==> config.mk <==
export PLATFORM = sky130hd
export DESIGN_NAME = mem_wb_stage
export DESIGN_NICKNAME = d
export VERILOG_FILES = /design/src/rtl/mem_wb_stage.sv
export SDC_FILE = /design/constraint.sdc
export NUM_CORES = 1
export LEC_CHECK = 0
export ABC_AREA = 1
export ABC_CLOCK_PERIOD_IN_PS = 1700
export BUFFER_PORTS_ARGS = -buffer_cell sky130_fd_sc_hd__buf_2
export CAP_MARGIN = 20
export CELL_PAD_IN_SITES_DETAIL_PLACEMENT = 0
export CELL_PAD_IN_SITES_GLOBAL_PLACEMENT = 1
export CORE_ASPECT_RATIO = 1.5
export CORE_MARGIN = 5
export CORE_UTILIZATION = 36
export CTS_CLUSTER_SIZE = 8
export DETAILED_ROUTE_END_ITERATION = 6
export GPL_ROUTABILITY_DRIVEN = 0
export PLACE_DENSITY_LB_ADDON = 0.1
export SLEW_MARGIN = 20
export SYNTH_ARGS = -nofsm -noshare
export SYNTH_HDL_FRONTEND = slang
export SYNTH_SLANG_ARGS = --single-unit
export TNS_END_PERCENT = 100
==> constraint.sdc <==
create_clock -name clk -period 1.7 [get_ports clk]
set_input_delay 0.085 -clock clk [delete_from_list [all_inputs] [get_ports clk]]
set_output_delay 0.085 -clock clk [all_outputs]
set_load 0.02 [all_outputs]
==> src/rtl/mem_wb_stage.sv <==
// Memory-access / writeback stage: ALU results pass straight through, while loads and stores
// go to data memory over a req/ack handshake with a bounded wait and a registered writeback bundle.
module mem_wb_stage #(
  parameter int ARQ              = 16,
  parameter int MEMORY_ADDR_SIZE = 13,
  parameter int MAX_WAIT         = 8
) (
  input  logic                        clk,
  input  logic                        rst,
  input  logic                        in_valid,
  input  logic                        wb_en_in,
  input  logic                        rd_mem_en_in,
  input  logic                        wr_mem_en_in,
  input  logic [ARQ-1:0]              sr1_in,
  input  logic [ARQ-1:0]              srdest_in,
  input  logic [ARQ-1:0]              alu_result_in,
  output logic                        stall,
  output logic                        mem_req,
  output logic                        mem_we,
  output logic [MEMORY_ADDR_SIZE-1:0] mem_addr,
  output logic [ARQ-1:0]              mem_wdata,
  input  logic [ARQ-1:0]              mem_rdata,
  input  logic                        mem_ack,
  output logic                        wb_valid,
  output logic                        wb_en,
  output logic [ARQ-1:0]              wb_dest,
  output logic [ARQ-1:0]              wb_data,
  output logic                        timeout_err,
  output logic                        illegal_err
);

  localparam int CW = $clog2(MAX_WAIT + 1);

  typedef enum logic {IDLE, ACCESS} state_t;

  state_t         state_q, state_d;
  logic [CW-1:0]  wait_cnt;
  logic [ARQ-1:0] pend_dest;
  logic           pend_wb_en;

  logic op_alu, op_load, op_store, op_illegal;
  logic wait_last, access_done;

  // Upper address bits are intentionally dropped.
  logic unused_addr_hi;
  assign unused_addr_hi = ^alu_result_in[ARQ-1:MEMORY_ADDR_SIZE];

  assign op_alu     = ~rd_mem_en_in & ~wr_mem_en_in;
  assign op_load    =  rd_mem_en_in & ~wr_mem_en_in;
  assign op_store   = ~rd_mem_en_in &  wr_mem_en_in;
  assign op_illegal =  rd_mem_en_in &  wr_mem_en_in;

  assign wait_last   = (wait_cnt == CW'(MAX_WAIT));
  assign access_done = (state_q == ACCESS) && (mem_ack || wait_last);
  assign stall       = (state_q == ACCESS);

  // NOTE: state and datapath registers use non-blocking assignments so every
  // flop samples pre-edge values regardless of statement order.
  always_ff @(posedge clk or negedge rst) begin
    if (!rst) state_q <= IDLE;
    else      state_q <= state_d;
  end

  always_comb begin
    state_d = state_q;
    case (state_q)
      IDLE:    if (in_valid && (op_load || op_store)) state_d = ACCESS;
      ACCESS:  if (access_done) state_d = IDLE;
      default: state_d = IDLE;
    endcase
  end

  always_ff @(posedge clk or negedge rst) begin
    if (!rst) begin
      wait_cnt    <= '0;
      pend_dest   <= '0;
      pend_wb_en  <= 1'b0;
      mem_req     <= 1'b0;
      mem_we      <= 1'b0;
      mem_addr    <= '0;
      mem_wdata   <= '0;
      wb_valid    <= 1'b0;
      wb_en       <= 1'b0;
      wb_dest     <= '0;
      wb_data     <= '0;
      timeout_err <= 1'b0;
      illegal_err <= 1'b0;
    end else begin
      // NOTE: pulse outputs default low here and are raised only by the
      // branch that produces a writeback; there is no separate clear path.
      wb_valid    <= 1'b0;
      wb_en       <= 1'b0;
      illegal_err <= 1'b0;

      if (state_q == IDLE) begin
        if (in_valid) begin
          if (op_alu) begin
            wb_valid <= 1'b1;
            wb_en    <= wb_en_in;
            wb_dest  <= srdest_in;
            wb_data  <= alu_result_in;
          end else if (op_illegal) begin
            wb_valid    <= 1'b1;
            wb_dest     <= srdest_in;
            wb_data     <= '0;
            illegal_err <= 1'b1;
          end else begin
            mem_req    <= 1'b1;
            mem_we     <= op_store;
            mem_addr   <= alu_result_in[MEMORY_ADDR_SIZE-1:0];
            if (op_store) mem_wdata <= sr1_in;
            pend_dest  <= srdest_in;
            pend_wb_en <= wb_en_in;
            wait_cnt   <= CW'(1);
          end
        end
      end else begin
        if (mem_ack) begin
          // Ack on the final permitted cycle still counts as success.
          mem_req  <= 1'b0;
          wb_valid <= 1'b1;
          wb_dest  <= pend_dest;
          wb_en    <= mem_we ? 1'b0 : pend_wb_en;
          wb_data  <= mem_we ? '0 : mem_rdata;
        end else if (wait_last) begin
          mem_req     <= 1'b0;
          timeout_err <= 1'b1;
          wb_valid    <= 1'b1;
          wb_dest     <= pend_dest;
          wb_data     <= '0;
        end else begin
          wait_cnt <= wait_cnt + CW'(1);
        end
      end
    end
  end

endmodule
==> results.md <==
- Status: finished clean
- Pleak: 0.00315 µW
- Yosys cell types: 22
- Clk_lat worst skew: between 300 and 400 ps
- FF-to-FF End: wait_cnt[3]
- Die span in y: about 140 µm
- FP Rows: 47
- Fmax: roughly 670 MHz
- Residual DRC: 0
- Vias in the first global route: 4,048
- Final Max Slew Viols: 0
- Htree depth: 3
- Worst EP arrival: between 1500 and 2000 ps
- Num ports: roughly 140
- Area grow syn2layout: 38.1%
- Pre-CTS WS: just over 200 ps
- Total number of vias: 3,896
- Diodes inserted: 0
- Post-synth top flop: dfrtp_1
- Maximum vdd drop: 530 µV
- Via density: ~4.8
- Power Total: 7310 µW
- Area contributors post-synth: dfrtp_1, nand2_1, nand3_1, o21ai_0, nand4_1
- Synthesized instance count: 495
- ANT nets after route: 0
- CP endpoint kind: register
- Core footprint: around 11,000 µm²
- Core Util, Final: 50.7%
- Share of layout cells above drive strength 1: roughly 28%
- Antenna violations before repair: 2
- Post-layout min period: 1500 ps
- Sequential area share after synthesis: between 50% and 60%
- Clock slew at reported path FFs: 70 ps
- CTS Buf Count: 9
- Post-synth net total: 573
- Hpwl dp: between 8000 and 9000 µm
- CP Capture Point: wait_cnt[3]
- GR Overflow Total: 0
- Largest area contributor in the netlist: dfrtp_1
- FFs w/ async S/R, synth: between 90% and 100%
- Min-Delay Path Class: input pin to register
- Pin count of the biggest net entering global routing: 37
- Setup ws final: 199 ps
- Hold Violations, Final: 0
- Crit path kind: register to register
- GRT Overall Usage: approximately a fifth
- Post-synth top cells: nand2_1, dfrtp_1, nand3_1
- R2R Path Start: wait_cnt[0]
- Critical Path RT: 1930 ps
- Worst R2R Path Depth: 8
- CP startpoint kind: register
- Pwr dens: ~1300 nW/µm²
- Die area: about 14,000 µm²
- Final Skew: 7.59 ps
- RSZ-0062 raised after global routing: no
- Flop2flop setup slack: 200 ps
- Crit path launch: wait_cnt[0]
- Worst-margin pin slew: around 570 ps
- First-pass GRT wire length: roughly 21,000 µm
- Buffers on Ports: 138
- Die Width: between 90 and 100 µm
- Setup TNS: 0 ps
- Wire per inst: 15.0 µm
- Final Cycle Share: 88.3%
- Cell area after synthesis: approximately 4100 µm²
- Clk sinks: between 80 and 90
- Longest Clk Path Bufs: 2
- Seq cells post-synth: 89
- Post-Syn Area per Cell: around 8.2 µm²
- Top-count cell post-synth: nand2_1
- CTS tree: yes
- DRT Wirelength: around 12,000 µm
- Post-synth top area share: about 55%
- Final setup vio count: 0
- Number of synthesized flops with an enable pin: 0
- Crit-path max FO: 8
- Synth warn: 0
- Pre-Repair DR Iteration Count: 4
- DR iter-0 viols: 138
- Initial core utilization: between 30% and 40%
- Fin nets: around 750
- Rel. slew slack: 61.6%
- Root buffer cell: clkbuf_16
- Maxcap violations: 0
-- sequential cells by signal, summed over array words and instances, names as in the netlist --
register,count
mem_wdata,16
pend_dest,16
wb_data,16
wb_dest,16
mem_addr,13
wait_cnt,4
illegal_err,1
mem_req,1
mem_we,1
pend_wb_en,1
stall,1
timeout_err,1
wb_en,1
wb_valid,1
-- critical path: stages, from the launching register on --
cell	delay, ps
dfrtp_1	410
inv_1	100
ha_1	150
nand3_1	110
nand2_1	150
buf_4	180
nand2_1	120
nand3_1	110
nand2_1	50
-- through the flow --
stage                     area, µm²  hold slack, ps  cells
after floorplan                4060            -211    495
after global placement         4960            88.6    770
after detailed placement       4960            89.9    770
after CTS                      5610          0.0154    820
after global routing           5610            20.5    820
final                          5610            9.99    820
-- cells by family (layout without fill, tap and decap cells) --
group | count (synthesis) | count (layout) | synth area share [%]
and+or+nand+nor | 298 | 298 | 30.8
AOI/OAI and AO/OA | 42 | 42 | 5.39
adders and majority gates | 7 | 7 | 2.16
buffers and inverters | 59 | 237 | 6.87
DFF | 89 | 89 | 54.8
-- routing by layer --
layer / global-route usage, % / vias up / wire (µm)
met4: 8.06 / 4 / 380
li1: - / 1923 / -
met5: 0 / - / 32
met1: 22.8 / 1817 / 5140
met2: 31.0 / 128 / 5880
met3: 5.17 / 24 / 826
-- final cells by class --
cell class              instances  area [µm²]
well taps                     147         184
repair buffers                193        1230
multi-input cells             347        1560
clock buffers                  10         239
flip-flops and latches         89        2230
clock inverters                 6        66.3
inverters                      28         105
fillers                      1140        5450
-- report_power, final --
part           internal, µW  switching, µW  leakage [µW]
clock network          1180            836      0.000153
logic                   801           1500       0.00187
registers              2670            319       0.00113
total                  4660           2650       0.00315
-- how the worst min path moves through the flow --
| stage | slack (ps) | cells past startpoint | startpoint | endpoint |
|---|---|---|---|---|
| global placement | 90 | 1 | rst | wb_dest[9] |
| global route | 20 | 3 | srdest_in[7] | pend_dest[7] |
| floorplan | -210 | 0 | rst | illegal_err |
| finish | 10 | 3 | srdest_in[13] | pend_dest[13] |
| CTS | 0.02 | 3 | srdest_in[7] | pend_dest[7] |
| detailed placement | 90 | 1 | rst | wb_dest[9] |
-- timing repair --
| item | 4_1_cts | 5_1_grt |
|---|---|---|
| setup buffers | 0 | 0 |
| resized for setup | 0 | 0 |
| hold endpoints to repair | 64 | 0 |
| hold buffers | 34 | 0 |
-- cells in the final DEF (no fill, tap or decap), drive strengths merged, types with 5 or more instances in the layout --
cell type,synthesis,layout
nand2,216,216
buf,21,159
dlygate4sd3,0,34
ha,7,7
nor2,10,10
nand3,55,55
nand4,17,17
dfrtp,89,89
clkinv,1,5
inv,27,28
clkbuf,10,10
o21ai,37,37
Power figures use the tool's default switching activity.
